### src/rtl/pipe_pkg.sv
// Shared types and defaults for the addpipe skid output stage.
package pipe_pkg;

  localparam int PIPE_DATA_W = 64;
  localparam int PIPE_CNT_W  = 16;

  // Buffer occupancy, encoded as {skid_valid, main_valid}; 2'b10 cannot occur.
  typedef enum logic [1:0] {
    EMPTY = 2'b00,
    ONE   = 2'b01,
    FULL  = 2'b11
  } state_e;

endpackage

### src/rtl/skid_slot.sv
// One buffer entry: data flop plus valid flop. Clear drops valid but keeps
// the data, load captures d_i and sets valid. Clear wins over load.
import pipe_pkg::*;

module skid_slot #(
  parameter int WIDTH = PIPE_DATA_W
) (
  input  logic             clk,
  input  logic             clr_n,
  input  logic             clr_i,
  input  logic             ld_i,
  input  logic [WIDTH-1:0] d_i,
  output logic [WIDTH-1:0] q_o,
  output logic             vld_o
);

  logic [WIDTH-1:0] data_q;
  logic             vld_q;

  // Data only moves on a load, so an idle bus never reaches the register.
  always_ff @(posedge clk or negedge clr_n) begin
    if (!clr_n) begin
      data_q <= '0;
      vld_q  <= 1'b0;
    end else if (clr_i) begin
      vld_q  <= 1'b0;
    end else if (ld_i) begin
      data_q <= d_i;
      vld_q  <= 1'b1;
    end
  end

  assign q_o   = data_q;
  assign vld_o = vld_q;

endmodule

### src/rtl/pipe_skid_reg.sv
// Two-entry skid buffer on a valid/ready stream. in_ready comes straight
// from a flop, so out_ready has no combinational path to in_ready.
// Optional feature macro STALL_CNT_EN adds a saturating downstream-stall
// counter (parameter CNT_W and port stall_cnt exist only with it).
import pipe_pkg::*;

module pipe_skid_reg #(
  parameter int WIDTH = PIPE_DATA_W
`ifdef STALL_CNT_EN
  , parameter int CNT_W = PIPE_CNT_W
`endif
) (
  input  logic             clk,
  input  logic             clr_n,
  input  logic             flush,
  input  logic [WIDTH-1:0] in_data,
  input  logic             in_valid,
  output logic             in_ready,
  output logic [WIDTH-1:0] out_data,
  output logic             out_valid,
  input  logic             out_ready
`ifdef STALL_CNT_EN
  , output logic [CNT_W-1:0] stall_cnt
`endif
);

  logic [WIDTH-1:0] main_data, skid_data, main_din;
  logic             main_v, skid_v;
  logic             main_ld, main_clr, skid_ld, skid_clr;
  logic             in_xfer, out_xfer, skid_nxt;
  logic             in_ready_q, in_ready_d;

  assign in_xfer  = in_valid && in_ready_q;
  assign out_xfer = main_v && out_ready;

  // Slot control: main holds the head word, skid catches the one word that
  // arrives while the head is stalled. flush overrides every transfer.
  always_comb begin
    main_ld  = 1'b0;
    main_clr = 1'b0;
    skid_ld  = 1'b0;
    skid_clr = 1'b0;
    main_din = skid_v ? skid_data : in_data;
    if (flush) begin
      main_clr = 1'b1;
      skid_clr = 1'b1;
    end else if (!main_v) begin
      main_ld  = in_xfer;
    end else if (out_xfer) begin
      // Head leaves: refill from skid first, else from the input, else empty.
      main_ld  = skid_v || in_xfer;
      main_clr = !skid_v && !in_xfer;
      skid_clr = skid_v;
    end else begin
      skid_ld  = in_xfer && !skid_v;
    end
    skid_nxt   = skid_clr ? 1'b0 : (skid_ld ? 1'b1 : skid_v);
    in_ready_d = !skid_nxt;
  end

  skid_slot #(.WIDTH(WIDTH)) u_main (
    .clk   (clk),
    .clr_n (clr_n),
    .clr_i (main_clr),
    .ld_i  (main_ld),
    .d_i   (main_din),
    .q_o   (main_data),
    .vld_o (main_v)
  );

  skid_slot #(.WIDTH(WIDTH)) u_skid (
    .clk   (clk),
    .clr_n (clr_n),
    .clr_i (skid_clr),
    .ld_i  (skid_ld),
    .d_i   (in_data),
    .q_o   (skid_data),
    .vld_o (skid_v)
  );

  // Registered ready: mirrors the next-cycle emptiness of the skid slot.
  always_ff @(posedge clk or negedge clr_n) begin
    if (!clr_n) in_ready_q <= 1'b1;
    else        in_ready_q <= in_ready_d;
  end

  assign in_ready  = in_ready_q;
  assign out_data  = main_data;
  assign out_valid = main_v;

`ifdef STALL_CNT_EN
  logic [CNT_W-1:0] stall_q, stall_d;

  // Count cycles the head is presented but refused; saturate at all-ones.
  always_comb begin
    stall_d = stall_q;
    if (flush)
      stall_d = '0;
    else if (main_v && !out_ready && stall_q != {CNT_W{1'b1}})
      stall_d = stall_q + CNT_W'(1);
  end

  // Stall counter register.
  always_ff @(posedge clk or negedge clr_n) begin
    if (!clr_n) stall_q <= '0;
    else        stall_q <= stall_d;
  end

  assign stall_cnt = stall_q;
`endif

`ifndef SYNTHESIS
  state_e state_dbg;
  assign state_dbg = state_e'({skid_v, main_v});

  // Skid must never hold a word while main is empty.
  always_ff @(posedge clk) begin
    if (clr_n) assert (state_dbg inside {EMPTY, ONE, FULL});
  end
`endif

endmodule
### config.mk
export PLATFORM = sky130hd
export DESIGN_NAME = pipe_skid_reg
export DESIGN_NICKNAME = d
export VERILOG_FILES = /design/src/rtl/pipe_pkg.sv /design/src/rtl/skid_slot.sv /design/src/rtl/pipe_skid_reg.sv
export SDC_FILE = /design/constraint.sdc
export NUM_CORES = 1
export LEC_CHECK = 0
export ABC_AREA = 1
export ABC_CLOCK_PERIOD_IN_PS = 1250
export CORE_MARGIN = 4
export CORE_UTILIZATION = 45
export CTS_CLUSTER_DIAMETER = 80
export DETAILED_ROUTE_END_ITERATION = 7
export PLACE_DENSITY = 0.75
export SLEW_MARGIN = 20
export SYNTH_ARGS = -nofsm -noshare
export SYNTH_HDL_FRONTEND = slang
export SYNTH_SLANG_ARGS = --single-unit
### constraint.sdc
create_clock -name clk -period 1.25 [get_ports clk]
set_input_delay 0.25 -clock clk [delete_from_list [all_inputs] [get_ports clk]]
set_output_delay 0.25 -clock clk [all_outputs]
set_load 0.05 [all_outputs]
==> run_results.csv, run 1 <==
group,metric,value,unit
run_status,status,"complete, but fails checks",
run_status,violations,"setup timing",
layout,diodes,0,
timing,fmax,661,MHz
setup_path,worstPathCellList,"nand2_2, a21oi_4, buf_12, nand2_8, clkbuf_16, nand2_1, nand2_1",
timing,min_period,1.51,ns
yosys,netlist.area_leader.share,55.5,%
cts,clkTransAtPathRegs,0.06,ns
layout,syn2layout_area_growth,59.5,%
layout,nets,1005,
setup_path,worstPathMaxFanout,13,
yosys,synth_area_leader_cell,"dfrtp_1",
flow_run,maxCapViolCount,0,
cts,cts_made_buffers,17,
yosys,yosysSeqAreaShare,56.0,%
detailed_routing,routed_wl,18700,um
global_routing,grt-ovfl-total,0,
global_routing,grt_pass1_vias,5805,
timing,setup_viol,151,
timing,post-route-period-util,121,%
floorplan,initial_utilization,46.2,%
yosys,synth_edf_count,0,
timing,rsz0062_at_grt,"yes",
setup_path,critPathTopFamily,"flip-flops",
cts,clockBufferDepth,2,
cts,cts_tree,"yes",
yosys,syn-num-nets,842,
yosys,synth.most_common_cell,"nand2_1",
setup_path,path_common_cell,"nand2_1",
pwr,powerDensity,2440,mW/mm2
global_routing,grt_pass1_wl,28800,um
floorplan,io_pins,135,
place,place_area,0.00819,mm2
place,dp_hpwl,10500,um
yosys,synth_flop_cell,"dfrtp_1",
cts,cts_sinks,131,
floorplan,die_w,122,um
layout,fill_cells,898,
place,place_ws,-0.459,ns
cts,htreeDepth,4,
yosys,synthCells,773,
timing,setup_ws,-0.262,ns
yosys,synthArstFlopShare,100,%
global_routing,grt_usage,24.9,%
timing,timing.hold.ws,0.292,ns
detailed_routing,first_pass_iters,5,
cts,worst_skew_pair.late_latency,0.42,ns
detailed_routing,antenna_left,0,
setup_path,required,1.56,ns
timing,clock_skew,0.00502,ns
setup_path,end_kind,"register",
layout,drive_above_1_share,19.2,%
place,io_buffers,134,
detailed_routing,vias,5775,
setup_path,cp-start-kind,"register",
yosys,yosys-top-cells-count,"nand2_1 (519), dfrtp_1 (130), nand3_1 (67)",
timing,maxSlewViolCount,0,
pwr,peakVddDrop,1380,uV
layout,final_cell_area,0.00934,mm2
detailed_routing,via_per_inst,5.15,
layout,final_util,73.7,%
yosys,synth.ff_latch_count,131,
setup_path,crit_type,"register to register",
layout,stdcell_count,1121,
timing,finalHoldViolations,0,
floorplan,die_y,122,um
detailed_routing,drc,0,
global_routing,grt_antenna_before_repair,0,
floorplan,num_rows,41,
timing,max_slew_margin,68.0,%
yosys,ys_top_cells_by_area,"dfrtp_1 (56%), nand2_1 (33%), nand3_1 (5.7%)",
yosys,syn-cell-area,0.00586,mm2
setup_path,crit_path_max_incr_delay,0.57,ns
setup_path,critPathSlowestCell,"dfstp_2",
floorplan,dieArea,0.0149,mm2
setup_path,cp_num_buf_inv,2,
place,dp_cells,1056,
cts,cts_root_buf,"clkbuf_16",
yosys,synth.avg_cell_area,7.58,um2
yosys,yosysWarnings,0,
place,gp_congestion,0.808,
floorplan,core,0.0127,mm2
detailed_routing,drtIter0Drc,477,
setup_path,arrival,1.82,ns
global_routing,grt_max_degree,48,
hold_path,hold_path.class,"primary input to asynchronous set/reset pin",
yosys,synthDistinctLibCells,13,
timing,tightestPinTransition,0.480,ns
pwr,leakagePower,4.89,nW
detailed_routing,wire_per_inst,16.7,um
-- cells by family after synthesis --
family          synth area share [%]
compound gates                 0.171
simple gates                    39.4
buf+inv                         4.49
flops                           56.0
-- final timing paths --
check	start	endpoint	slack [ns]	depth (start not counted)
max	in_ready	u_main.q_o[51]	-0.26	7
min	clr_n	u_main.q_o[12]	0.29	2
max reg2reg	in_ready	u_main.q_o[51]	-0.26	7
min reg2reg	u_skid.q_o[43]	u_skid.q_o[43]	0.47	2
max in group asynchronous	clr_n	u_skid.q_o[9]	0.42	3
min in group clk	in_data[32]	u_skid.q_o[32]	0.39	3
-- report_power, final --
group	switching, mW	internal [mW]	total (mW)
registers	1.51	6.01	7.53
logic	5.38	4.78	10.2
clock network	1.82	3.30	5.12
total	8.71	14.1	22.8
-- layout by cell type, fill, tap and decap left out, types with 2 or more instances in the layout --
master / netlist / routed
nand2_1: 519 / 502
dfrtp_1: 130 / 127
buf_12: 0 / 78
clkdlybuf4s50_1: 0 / 67
nand3_1: 67 / 65
buf_4: 6 / 27
clkbuf_16: 0 / 22
nand2_2: 0 / 14
buf_6: 0 / 8
clkbuf_8: 0 / 7
buf_16: 0 / 5
clkinv_2: 0 / 4
dfrtp_2: 0 / 3
nand3_2: 0 / 2
inv_1: 2 / 2
nand2_4: 0 / 2
bufinv_16: 0 / 2
-- area by class of cell --
| type | count | area, um2 | share of cell area, % |
|---|---|---|---|
| multi-input cells | 591 | 2400 | 25.7 |
| inverters | 3 | 11.3 | 0.121 |
| repair buffers | 192 | 2810 | 30.1 |
| well taps | 172 | 215 | 2.30 |
| flip-flops and latches | 131 | 3280 | 35.1 |
| clock inverters | 8 | 96.3 | 1.03 |
| clock buffers | 24 | 522 | 5.58 |
-- through the flow --
stage / power, mW / setup TNS, ns
after floorplan: 11.8 / -28.88
after global placement: 16.7 / -49.40
after detailed placement: 17.0 / -51.59
after CTS: 22.6 / -22.30
after global routing: 23.9 / -34.97
final: 22.8 / -25.04
-- what timing repair did --
action,in CTS,in global routing
setup endpoints to repair,183,197
setup buffers,19,3
hold buffers,1,0
pin swaps,3,1
hold endpoints to repair,26,0
resized for setup,20,14
cloned,4,8
-- registers in the layout, summed over array words and instances, names as in the netlist --
register and cells:
u_main.q_o 64, in_ready 1, u_main.vld_o 1, u_skid.vld_o 1
u_skid.q_o 64
-- worst reg2reg max path, cell delays in order (launching register included) --
cell,delay [ns]
dfstp_2,0.57
nand2_2,0.09
a21oi_4,0.18
buf_12,0.14
nand2_8,0.10
clkbuf_16,0.21
nand2_1,0.06
nand2_1,0.05
-- routing by layer --
metal  global-route usage, %  wire length (um)
met5                       0                 0
met4                    9.52               473
met3                    6.22              1650
met2                    42.0              9360
met1                    31.0              7220
No activity file was read; power rests on OpenSTA's default activity.
==> inputs of run 2 (changes only) <==
--- a/config.mk
+++ b/config.mk
@@ -8,11 +8,12 @@
 export ABC_AREA = 1
 export ABC_CLOCK_PERIOD_IN_PS = 1250
 export CORE_MARGIN = 4
-export CORE_UTILIZATION = 45
+export CORE_UTILIZATION = 46
 export CTS_CLUSTER_DIAMETER = 80
 export DETAILED_ROUTE_END_ITERATION = 7
-export PLACE_DENSITY = 0.75
+export PLACE_DENSITY = 0.76
 export SLEW_MARGIN = 20
 export SYNTH_ARGS = -nofsm -noshare
 export SYNTH_HDL_FRONTEND = slang
+export SYNTH_HIERARCHICAL = 1
 export SYNTH_SLANG_ARGS = --single-unit
==> run_results.csv, run 2 <==
group,metric,value,unit
timing,timing.hold.ws,0.278,ns
timing,post-route-period-util,127,%
yosys,synth_top_family_by_area,"simple AND/OR/NAND/NOR gates",
setup_path,arrival,1.90,ns
yosys,synth_area_leader_cell,"dfrtp_1",
detailed_routing,via_per_inst,5.35,
yosys,synth_edf_count,0,
setup_path,end_kind,"register",
cts,cts_tree,"yes",
pwr,peakVddDrop,978,uV
cts,cts_sinks,131,
yosys,synthDistinctLibCells,14,
yosys,synth_flop_cell,"dfrtp_1",
layout,diodes,0,
floorplan,die_w,123,um
timing,rsz0062_at_grt,"yes",
setup_path,crit_path_max_incr_delay,0.54,ns
cts,cts_root_buf,"clkbuf_16",
cts,cts_made_buffers,17,
setup_path,worstPathMaxFanout,8,
place,io_buffers,134,
place,gp_congestion,0.801,
place,dp_hpwl,10500,um
detailed_routing,first_pass_iters,7,
detailed_routing,vias,6270,
timing,tightestPinTransition,0.675,ns
layout,drive_above_1_share,29.1,%
floorplan,io_pins,135,
timing,maxSlewViolCount,0,
timing,min_period,1.59,ns
yosys,synth-compound-area-share,0.245,%
detailed_routing,routed_wl,20200,um
layout,final_util,80.0,%
yosys,syn-cell-area,0.00613,mm2
yosys,synthCells,790,
setup_path,reg2reg_depth,10,
timing,finalHoldViolations,0,
yosys,synth.avg_cell_area,7.77,um2
floorplan,initial_utilization,47.8,%
yosys,synth_xor_area_share,0,%
floorplan,num_rows,41,
floorplan,die_y,123,um
timing,max_slew_margin,55.0,%
layout,syn2layout_area_growth,67.2,%
global_routing,grt_max_degree,60,
cts,clkTransAtPathRegs,0.06,ns
detailed_routing,wire_per_inst,17.2,um
flow_run,maxCapViolCount,0,
cts,worst_skew_pair.late_latency,0.42,ns
yosys,synth_adder_area_share,0,%
cts,clockBufferDepth,2,
timing,clock_skew,0.00648,ns
global_routing,grt_pass1_wl,30100,um
yosys,syn-num-nets,859,
global_routing,grt_usage,25.7,%
setup_path,critPathTopFamily,"buffers and inverters",
timing,fmax,628,MHz
yosys,synth-simple-area-share,38.9,%
yosys,synth.ff_latch_count,131,
pwr,powerDensity,1640,mW/mm2
detailed_routing,drc,0,
yosys,yosysSeqAreaShare,53.5,%
yosys,yosys-top-cells-count,"nand2_1 (461), dfrtp_1 (130), nand3_1 (129)",
cts,htreeDepth,4,
setup_path,cp_num_buf_inv,5,
setup_path,crit_type,"register to register",
floorplan,dieArea,0.0152,mm2
layout,final_cell_mix,"nand2_1 (393), dfrtp_1 (128), nand3_1 (111)",
yosys,synthArstFlopShare,100,%
yosys,synth.most_common_cell,"nand2_1",
global_routing,grt_pass1_vias,6093,
detailed_routing,antenna_left,0,
setup_path,r2r_slack,-0.34,ns
layout,nets,1058,
setup_path,critPathSlowestCell,"dfstp_2",
yosys,ys_top_cells_by_area,"dfrtp_1 (53%), nand2_1 (28%), nand3_1 (11%)",
yosys,synthMuxAreaShare,0,%
setup_path,r2r_end,"u_skid/q_o[53]",
timing,setup_viol,143,
hold_path,hold_path.class,"primary input to asynchronous set/reset pin",
layout,layout_commonest_cell,"nand2_1",
global_routing,grt_antenna_before_repair,0,
setup_path,worstPathCellList,"nand2_2, inv_2, nand3_2, inv_2, buf_6, nand2_8, buf_12, clkbuf_16, nand2_1, nand2_1",
setup_path,required,1.56,ns
yosys,yosysWarnings,6,
detailed_routing,drtIter0Drc,714,
pwr,finalPower,16.9,mW
setup_path,r2r-start,"in_ready",
timing,setup_ws,-0.341,ns
pwr,leakagePower,5.30,nW
run_status,status,"complete, but fails checks",
global_routing,grt-ovfl-total,0,
run_status,violations,"setup timing",
place,place_ws,-0.486,ns
setup_path,cp-start-kind,"register",
floorplan,core,0.0128,mm2
yosys,netlist.area_leader.share,53.0,%
## run 2: layer usage
metal / share of wire (%) / vias to the layer above / track usage [%]
met5: 0 / - / 0
met4: 2.8 / 0 / 12.0
met3: 7.0 / 54 / 5.99
met2: 49 / 323 / 41.9
met1: 41 / 3022 / 32.4
li1: - / 2871 / -
## run 2: kinds of logic (layout without fill, tap and decap cells)
| logic type | Yosys count | after routing |
|---|---|---|
| AND/OR/NAND/NOR | 592 | 592 |
| flip-flops | 131 | 131 |
| buffers and inverters | 64 | 275 |
| AO/OA/AOI/OAI | 3 | 3 |
## run 2: what timing repair did
| item | 4_1_cts | 5_1_grt |
|---|---|---|
| pin swaps | 9 | 11 |
| setup buffers | 24 | 35 |
| setup endpoints to repair | 170 | 197 |
| resized for setup | 41 | 101 |
| gates cloned | 12 | 5 |
| hold buffers | 1 | 0 |
| hold endpoints to repair | 25 | 0 |
## run 2: through the flow
step                std cells  cell area (um2)  TNS (ns)
floorplan                 790             6160    -36.63
global placement         1072             8370    -51.62
detailed placement       1072             8370    -55.40
CTS                      1140             9640    -33.20
global route             1173            10300    -47.63
finish                   1173            10300    -36.86
## run 2: worst max path at each step
stage                     cells after the start      start              to  slack, ns
final                                        10   in_ready  u_skid/q_o[53]      -0.34
after global routing                          7   in_ready  u_main/q_o[45]      -0.41
after CTS                                     9   in_ready   u_skid/q_o[2]      -0.29
after detailed placement                      8  out_ready  u_main/q_o[19]      -0.49
after global placement                        8  out_ready   u_main/q_o[9]      -0.42
after floorplan                               9   in_ready  u_main/q_o[11]      -0.33
## run 2: cell type report
class / instances / area, um2
Clock buffer: 26 / 509
Clock inverter: 5 / 50.0
Sequential cell: 131 / 3280
Tap cell: 172 / 215
Fill cell: 762 / 2560
Timing Repair Buffer: 236 / 3350
Multi-Input combinational cell: 595 / 2820
Inverter: 8 / 30.0
## run 2: where the power goes
group	leakage, nW	switching, mW	internal, mW
Combinational	3.32	3.15	3.09
Clock	0.280	1.74	2.97
Sequential	1.70	0.839	5.08
==> inputs of run 3 (changes only) <==
--- a/config.mk
+++ b/config.mk
@@ -10,6 +10,7 @@
 export CORE_MARGIN = 4
 export CORE_UTILIZATION = 46
 export CTS_CLUSTER_DIAMETER = 80
+export CTS_CLUSTER_SIZE = 24
 export DETAILED_ROUTE_END_ITERATION = 7
 export PLACE_DENSITY = 0.76
 export SLEW_MARGIN = 20
==> results of run 3 <==
Final layout, timing and power as in run 2 (identical DEF).
